--- src/rtl/fifo_wr_ptr_gray_gen.sv ---
// fifo_wr_ptr_gray_gen: write-side binary/Gray pointer pair with full, almost-full, overflow and fill level
module fifo_wr_ptr_gray_gen #(
    parameter int ADDRWIDTH    = 3,
    parameter int AFULL_THRESH = 6
) (
    input  logic                 i_clk,
    input  logic                 i_reset,
    input  logic                 i_we,
    input  logic [ADDRWIDTH:0]   i_rd_ptr_gray_sync,
    output logic [ADDRWIDTH-1:0] o_waddr,
    output logic                 o_wr_en_ram,
    output logic [ADDRWIDTH:0]   o_wr_ptr_bin,
    output logic [ADDRWIDTH:0]   o_wr_ptr_gray,
    output logic                 o_full,
    output logic                 o_afull,
    output logic                 o_overflow,
    output logic                 o_wr_ack,
    output logic [ADDRWIDTH:0]   o_wr_count
);
    localparam int PW = ADDRWIDTH + 1;
    localparam logic [ADDRWIDTH:0] AFT = PW'(AFULL_THRESH);
    logic [ADDRWIDTH:0] r_wr_ptr_bin, r_wr_ptr_gray, r_wr_count;
    logic               r_full, r_afull, r_overflow, r_wr_ack;
    logic               w_accept;
    logic [ADDRWIDTH:0] w_bin_next, w_gray_next, w_rd_bin, w_count_next, w_full_cmp;
    assign w_accept     = i_we & ~r_full;
    assign w_bin_next   = r_wr_ptr_bin + PW'(w_accept);
    assign w_gray_next  = w_bin_next ^ (w_bin_next >> 1);
    assign w_count_next = w_bin_next - w_rd_bin;
    assign w_full_cmp   = {~i_rd_ptr_gray_sync[ADDRWIDTH:ADDRWIDTH-1], i_rd_ptr_gray_sync[ADDRWIDTH-2:0]};
    // Each binary bit of the read pointer is the XOR of all Gray bits at or above it.
    for (genvar k = 0; k <= ADDRWIDTH; k++) begin : g_rd_bin
        assign w_rd_bin[k] = ^(i_rd_ptr_gray_sync >> k);
    end
    always_ff @(posedge i_clk) begin
        if (i_reset) begin
            r_wr_ptr_bin  <= '0;
            r_wr_ptr_gray <= '0;
            r_wr_count    <= '0;
            r_full        <= 1'b0;
            r_afull       <= 1'b0;
            r_overflow    <= 1'b0;
            r_wr_ack      <= 1'b0;
        end else begin
            r_wr_ptr_bin  <= w_bin_next;
            r_wr_ptr_gray <= w_gray_next;
            r_wr_count    <= w_count_next;
            r_full        <= (w_gray_next == w_full_cmp);
            r_afull       <= (w_count_next >= AFT);
            r_overflow    <= i_we & r_full;
            r_wr_ack      <= w_accept;
        end
    end
    assign o_waddr       = r_wr_ptr_bin[ADDRWIDTH-1:0];
    assign o_wr_en_ram   = w_accept;
    assign o_wr_ptr_bin  = r_wr_ptr_bin;
    assign o_wr_ptr_gray = r_wr_ptr_gray;
    assign o_full        = r_full;
    assign o_afull       = r_afull;
    assign o_overflow    = r_overflow;
    assign o_wr_ack      = r_wr_ack;
    assign o_wr_count    = r_wr_count;
endmodule

--- config.mk ---
export PLATFORM = sky130hd
export DESIGN_NAME = fifo_wr_ptr_gray_gen
export DESIGN_NICKNAME = d
export VERILOG_FILES = /design/src/rtl/fifo_wr_ptr_gray_gen.sv
export SDC_FILE = /design/constraint.sdc
export NUM_CORES = 1
export LEC_CHECK = 0
export CORE_UTILIZATION = 41
export DETAILED_ROUTE_END_ITERATION = 8
export PLACE_DENSITY = 0.76
export SLEW_MARGIN = 15
export SYNTH_ARGS = -nofsm -noshare
export SYNTH_HDL_FRONTEND = slang
export SYNTH_SLANG_ARGS = --single-unit
--- constraint.sdc ---
create_clock -name i_clk -period 2.7 [get_ports i_clk]
set_clock_uncertainty 0.15 [all_clocks]
set_input_delay 0.27 -clock i_clk [delete_from_list [all_inputs] [get_ports i_clk]]
set_output_delay 0.27 -clock i_clk [all_outputs]
set_load 0.1 [all_outputs]
==> summary.txt, run 1 <==
Synthesis
  – Syn avg cell area: ~11 sq um
  – Synth Register Bits: 15
  – Synth Area in Compound Gates: under 10%
  – Post-synthesis mux area share: 0%
  – Adder-cell area share of the yosys netlist: about an eighth
  – Largest cells by area after synthesis: dfxtp_1 (43%), ha_1 (8.9%), xnor2_1 (7.5%)
  – Post-Synth Simple-Gate Area: 15.00%
  – Post-Syn Nets: 78
  – Netlist cell types: 22
  – Synth Instances: 65
  – Yosys top cell area share: 42.86%
  – Post-synth top area cell: dfxtp_1
  – Largest family of logic cells by synthesized area: XOR/XNOR gates
  – Sequential share of the synthesized area: 42.86%
  – Synth warnings: 0
  – Post-Synth XOR/XNOR Area: 20.36%
  – Mapped cell area: ~700 sq um

Layout
  – Ant diodes: 0
  – Most frequent cells in the layout: buf_4 (23), dfxtp_1 (13), nor2_1 (10)
  – # fillers: 138
  – Commonest non-fill, non-tap cell in the layout: buf_4
  – Finished Cell Area: a little under 1000 sq um
  – Layout cells sized above 1: around 38%
  – Nets@finish: around 110
  – Finished Core Util: between 60% and 70%
  – Area Growth Syn to Fin: 38.75%

STA
  – Final Slew Violations: 0
  – Relative slew slack: between 60% and 70%
  – PnR worst setup slack: around 0.26 ns
  – Final setup violating endpoints: 0
  – Final Cycle Share: ~90%
  – Final Hold Fails: 0
  – Slew @ Worst Pin: 0.5776 ns
  – RSZ-0062 raised after global routing: no
  – Fmax: 410.4 MHz
  – Final hold slack: around 0.32 ns
  – Fin crit period: 2.437 ns

Placed design
  – Place WS: -0.02200 ns
  – Port Buf Inserts: 26
  – DPL Wire Length: ~940 um
  – DP Area: ~940 sq um
  – Gpl congestion: between 0.7 and 0.8

Global routing
  – Initial antenna violation count: 0
  – Total gr overflow: 0
  – Total track usage: between 10% and 20%
  – Met2 Track Usage GR: a little under a quarter
  – Global-route wire length before repair: slightly above 2 mm
  – GRT busiest layer: met2
  – Met3 usage: between 7 and 8%
  – Largest net degree at the start of global routing: 17
  – Met1 Usage GRT: between 15 and 20%
  – Number of global-route vias before repair: 485

Worst setup path
  – Worst Path Max Fanout: 2
  – Slowest-stage cell, CP: clkdlybuf4s50_1
  – Reg-to-reg slack, setup: 0.48 ns
  – Crit path DAT: about 2.5 ns
  – Critical Path, Cell by Cell: clkdlybuf4s50_1 > xnor2_1 > xor2_1 > xnor2_1 > ha_1 > fa_1 > xor2_1 > or3_1 > o21ai_0
  – Critical Path End Type: register
  – Levels on crit path: 9
  – Worst R2R End: o_afull
  – Worst-case reg-to-reg path depth: 9
  – Crit path launch type: input pin
  – Worst path top cell family by delay: XOR/XNOR gates
  – Crit path kind: in2reg
  – Critical Path RT: 2.77 ns
  – Critical Path End: o_afull
  – Crit path from: i_rd_ptr_gray_sync[2]
  – Worst path max stage delay: 0.46 ns
  – Launching point of the worst reg2reg path: o_full
  – CP bufs+invs: 1

Die
  – Die area: between 1500 and 2000 sq um
  – Ports: 27
  – Initial core utilization: around 45%
  – Rows: 14
  – Core footprint: approximately 1600 sq um
  – Die X: between 40 and 50 um
  – Die extent in y: 43.34 um

Power
  – VDD IR max: 0.0004994 V
  – P per Cell Area: between 800 and 900 nW/um^2
  – Leak: between 0.4 and 0.5 nW

Run
  – Max Cap Viol: 0

CTS
  – Htree depth: 1
  – CTS Root Cell: clkbuf_4
  – Clock buffer depth: 2
  – Post-CTS Setup Inserts: 0
  – Clock Latency Late Sink: slightly below 0.3 ns
  – PostCTS Resize Cnt: 0
  – CTS tree: built
  – Clock transition at the registers of the reported paths: about 0.090 ns
  – Num Clock Sinks: 15
  – CTS Buf Count: 3
  – CTS Hold Bufs: 0

Outcome
  – Run status: finished, violations left
  – Failing checks: DRC

Min path
  – Hold WC Path Type: reg2reg
  – Min-delay src: o_full

Route
  – # DRC: 4
  – DR pass1 iterations: 6
  – Iter 0 DRT Violations: 11
  – Antenna-violating nets left: 0
  – Wirelength per Cell: between 10 and 15 um
  – Wirelength, routed: about 1.2 mm
  – Vias: roughly 510
  – Vias per cell: 4.716
metal layers:
| layer | up-vias | wire length, um |
|---|---|---|
| met5 | - | 0 |
| met4 | 0 | 14 |
| met3 | 2 | 95 |
| met2 | 19 | 565 |
| met1 | 231 | 545 |
| li1 | 262 | - |
Yosys cell counts:
library cell	instances
o21ai_0	1
nand2_1	1
nand3_2	1
and3b_1	1
or3_1	2
nand3b_1	1
xor2_2	2
a2111oi_2	1
nor3b_1	1
ha_1	5
dfxtp_1	15
buf_4	4
nand3_1	1
nor2b_1	2
inv_1	3
clkbuf_1	1
nor2_1	10
xor2_1	4
xnor2_1	6
fa_1	1
a21oi_1	1
xnor3_1	1
sequential cells by signal (all words and copies together) (netlist names):
name / flops
o_wr_ack: 1
o_full: 1
o_wr_count: 4
o_wr_ptr_gray: 3
o_afull: 1
o_overflow: 1
o_wr_ptr_bin: 4
stage by stage:
stage,cells,setup TNS [ns],power [mW]
after floorplan,65,0,0.6429
after detailed placement,105,-0.02200,0.7334
after global placement,105,-0.04849,0.7314
final,109,0,0.8527
after CTS,109,0,0.8625
after global routing,109,0,0.8984
cells by family after synthesis:
| kind of cell | count (synthesis) |
|---|---|
| simple gates | 20 |
| flops | 15 |
| xor+xnor | 13 |
| buf+inv | 8 |
| fa+ha+maj | 6 |
| compound gates | 3 |
worst min-delay path by stage:
stage               endpoint  slack [ns]  depth (start not counted)
floorplan             o_full        0.19                          1
global placement    o_wr_ack        0.30                          1
detailed placement  o_wr_ack        0.31                          1
CTS                 o_wr_ack        0.32                          1
global route        o_wr_ack        0.33                          1
finish              o_wr_ack        0.32                          1
cell type report:
type | count | area (sq um) | share of cell area (%)
Clock buffer | 3 | 22.52 | 2.317
Clock inverter | 1 | 5.005 | 0.5148
Timing Repair Buffer | 29 | 232.7 | 23.94
Inverter | 3 | 11.26 | 1.158
Tap cell | 16 | 20.02 | 2.059
Sequential cell | 15 | 305.3 | 31.40
Multi-Input combinational cell | 42 | 375.4 | 38.61
worst reg2reg max path: stages (launching register included):
cell and delay (ns):
dfxtp_4 0.37, nor2b_4 0.14, ha_4 0.15, ha_1 0.18, xor2_2 0.26, ha_1 0.32
a21oi_1 0.15, nand2_1 0.08, xnor3_1 0.22, o21ai_0 0.07
report_power, final:
part           internal (mW)  switching, mW  total, mW
registers              0.253         0.0125      0.265
clock network         0.0551         0.0716      0.127
logic                  0.115          0.346      0.461
total                  0.423          0.430      0.853
No activity file was read; power rests on OpenSTA's default activity.
==> run 2, diff against run 1 <==
--- a/config.mk
+++ b/config.mk
@@ -6,6 +6,7 @@
 export NUM_CORES = 1
 export LEC_CHECK = 0
 export CORE_UTILIZATION = 41
+export CTS_CLUSTER_SIZE = 24
 export DETAILED_ROUTE_END_ITERATION = 8
 export PLACE_DENSITY = 0.76
 export SLEW_MARGIN = 15
==> results of run 2 <==
The final DEF is identical to that of run 1; final timing and power are the same.
==> run 3, diff against run 2 <==
==> constraint.sdc (replaced) <==
create_clock -name i_clk -period 2.7 [get_ports i_clk]
set_clock_uncertainty 0.15 [all_clocks]
set_input_delay 0.27 -clock i_clk [delete_from_list [all_inputs] [get_ports i_clk]]
set_output_delay 0.27 -clock i_clk [all_outputs]
set_load 0.02 [all_outputs]
==> run 3 against run 2 <==
Hold slack better by 0.0062 ns. Wire length is 4.8% higher. Critical path type unchanged. Highest routed layer unchanged. The flow still finishes with violations (DRC). Sequential power hardly changed. Clock power hardly changed. Largest cell class unchanged. Power is 24% lower. Critical endpoint unchanged. Largest power group is now sequential cells.
==> summary.txt, run 3 (synthesis gave the netlist of run 1 again) <==
Global routing
  – Number of global-route vias before repair: 504 (+3.9%)
  – Global-route wire length before repair: 2.201 mm (+8.2%)
  – Largest net degree at the start of global routing: 17 (unchanged)
  – Total gr overflow: 0 (unchanged)
  – Total track usage: 16.78% (+1.4 points)
  – Initial antenna violation count: 0 (unchanged)

Die
  – Core footprint: 1559 sq um (unchanged)
  – Die X: 43.34 um (unchanged)
  – Die area: 1878 sq um (unchanged)
  – Die extent in y: 43.34 um (unchanged)
  – Rows: 14 (unchanged)
  – Initial core utilization: 44.94% (unchanged)
  – Ports: 27 (unchanged)

CTS
  – Clock buffer depth: 2 (unchanged)
  – CTS Buf Count: 3 (unchanged)
  – PostCTS Resize Cnt: 0 (unchanged)
  – CTS tree: built
  – Num Clock Sinks: 15 (unchanged)
  – Htree depth: 1 (unchanged)
  – CTS Hold Bufs: 0 (unchanged)
  – Post-CTS Setup Inserts: 0 (unchanged)
  – Clock transition at the registers of the reported paths: 0.09 ns (about the same)
  – Clock Latency Late Sink: 0.28 ns (about the same)
  – CTS Root Cell: clkbuf_4

Route
  – Wirelength, routed: 1.278 mm (+4.8%)
  – Wirelength per Cell: 11.31 um (+1.0%)
  – Antenna-violating nets left: 0 (unchanged)
  – Iter 0 DRT Violations: 18 (+7)
  – # DRC: 8 (+4)
  – Vias per cell: 4.584 (-2.8%)
  – Vias: 518 (+0.78%)
  – DR pass1 iterations: 6 (unchanged)

Min path
  – Hold WC Path Type: reg2reg

STA
  – RSZ-0062 raised after global routing: no
  – Final Slew Violations: 0 (unchanged)
  – Final Hold Fails: 0 (unchanged)
  – Slew @ Worst Pin: 0.5450 ns (-0.03265 ns)
  – Relative slew slack: 63.56% (+2.2 points)
  – Final setup violating endpoints: 0 (unchanged)
  – Fmax: 400.6 MHz (-2.4%)
  – Fin crit period: 2.496 ns (+0.05945 ns)
  – Final Cycle Share: 92.44% (+2.2 points)

Layout
  – Nets@finish: 111 (+3.7%)
  – FF+latch area: 300.3 sq um (-1.6%)
  – Layout cells sized above 1: 15.46% (-22 points)
  – Finished Cell Area: 1027 sq um (+5.7%)
  – Multi-input logic area: 355.3 sq um (-5.3%)
  – Area Growth Syn to Fin: 46.61%
  – Commonest non-fill, non-tap cell in the layout: clkdlybuf4s50_1
  – Ant diodes: 0 (unchanged)
  – # fillers: 135 (-2.2%)
  – Finished Core Util: 65.89% (+3.5 points)
  – Most frequent cells in the layout: clkdlybuf4s50_1 (26), dfxtp_1 (15), nor2_1 (10)

Power
  – Clock power frac: 19.8% (+4.9 points)
  – Sequential share of power: 40.7% (+9.6 points)
  – VDD IR max: 0.0004817 V (-3.5%)
  – Combinational Power Share: 39.5% (-15 points)
  – Leak: 0.4475 nW (-4.1%)
  – Switching Fraction: 32.50% (-18 points)
  – Int Power: 0.4357 mW (+3.0%)
  – Sw Pwr: 0.2098 mW (-51%)
  – P per Cell Area: 628.4 nW/um^2 (-28%)

Worst setup path
  – Crit path DAT: 2.55 ns (+0.05 ns)
  – Crit path launch type: input pin
  – Crit path kind: in2reg
  – Critical Path RT: 2.75 ns (-0.02 ns)
  – Worst Path Max Fanout: 3 (+1)
  – Critical Path End Type: register

Outcome
  – Run status: finished, violations left
  – Failing checks: DRC

Run
  – Max Cap Viol: 0 (unchanged)

Placed design
  – DPL Wire Length: 992.4 um (+5.5%)
  – DP Area: 999.7 sq um (+5.8%)
  – Gpl congestion: 0.7499 (-3.8%)
  – Port Buf Inserts: 26 (unchanged)
## run 3: changes by cell type in the layout (fill, tap and decap cells not counted)
cell | previous run | this run
dfxtp_2 | 1 | 0
ha_4 | 1 | 0
nor2b_1 | 1 | 2
dfxtp_4 | 1 | 0
buf_4 | 23 | 7
dfxtp_1 | 13 | 15
ha_1 | 4 | 5
nor2b_4 | 1 | 0
clkdlybuf4s50_1 | 6 | 26
## run 3: worst paths after layout
check	from	to	slack, ns	depth (start not counted)
worst max-delay path	i_we	o_afull	0.20	11
worst min-delay path	o_full	o_wr_ack	0.32	1
worst max register to register	o_full	o_afull	0.33	10
worst min register to register	o_full	o_wr_ack	0.32	1
## run 3: routing by layer
metal  vias up  routed length, um  track usage, %
met5         -                  0               0
met4         0                 19           11.25
met3         2                 70           5.417
met2        17                632           28.18
met1       231                555           17.94
li1        268                  -               -
## run 3: area by class of cell
class                   instances  area share [%]
clock buffers                   3           2.192
clock inverters                 1          0.4872
inverters                       3           1.096
multi-input cells              42           34.59
flip-flops and latches         15           29.23
well taps                      16           1.949
repair buffers                 33           30.45
## run 3: through the flow
step | TNS (ns) | setup WS, ns | hold slack, ns | instances | power, mW
2_1_floorplan | 0 | 0.2075 | 0.1916 | 65 | 0.4184
3_3_place_gp | -0.07753 | -0.07624 | 0.3053 | 109 | 0.5205
3_5_place_dp | -0.08450 | -0.07673 | 0.3136 | 109 | 0.5261
4_1_cts | 0 | 0.2138 | 0.3299 | 113 | 0.6558
5_1_grt | 0 | 0.03292 | 0.3796 | 113 | 0.6902
6_report | 0 | 0.2040 | 0.3219 | 113 | 0.6455
## run 3: power by group through the flow
stage	logic [mW]	registers, mW	clock network, mW
global placement	0.252	0.268	0
floorplan	0.109	0.309	0
detailed placement	0.257	0.269	0
CTS	0.258	0.263	0.134
finish	0.255	0.263	0.128
global route	0.280	0.266	0.144
## run 3: critical path, stage by stage
cell	delay, ns
clkdlybuf4s50_1	0.42
nor2b_1	0.16
ha_1	0.21
ha_1	0.22
xor2_2	0.18
buf_4	0.15
ha_1	0.33
a21oi_1	0.14
nand2_1	0.08
xnor3_1	0.19
o21ai_0	0.19
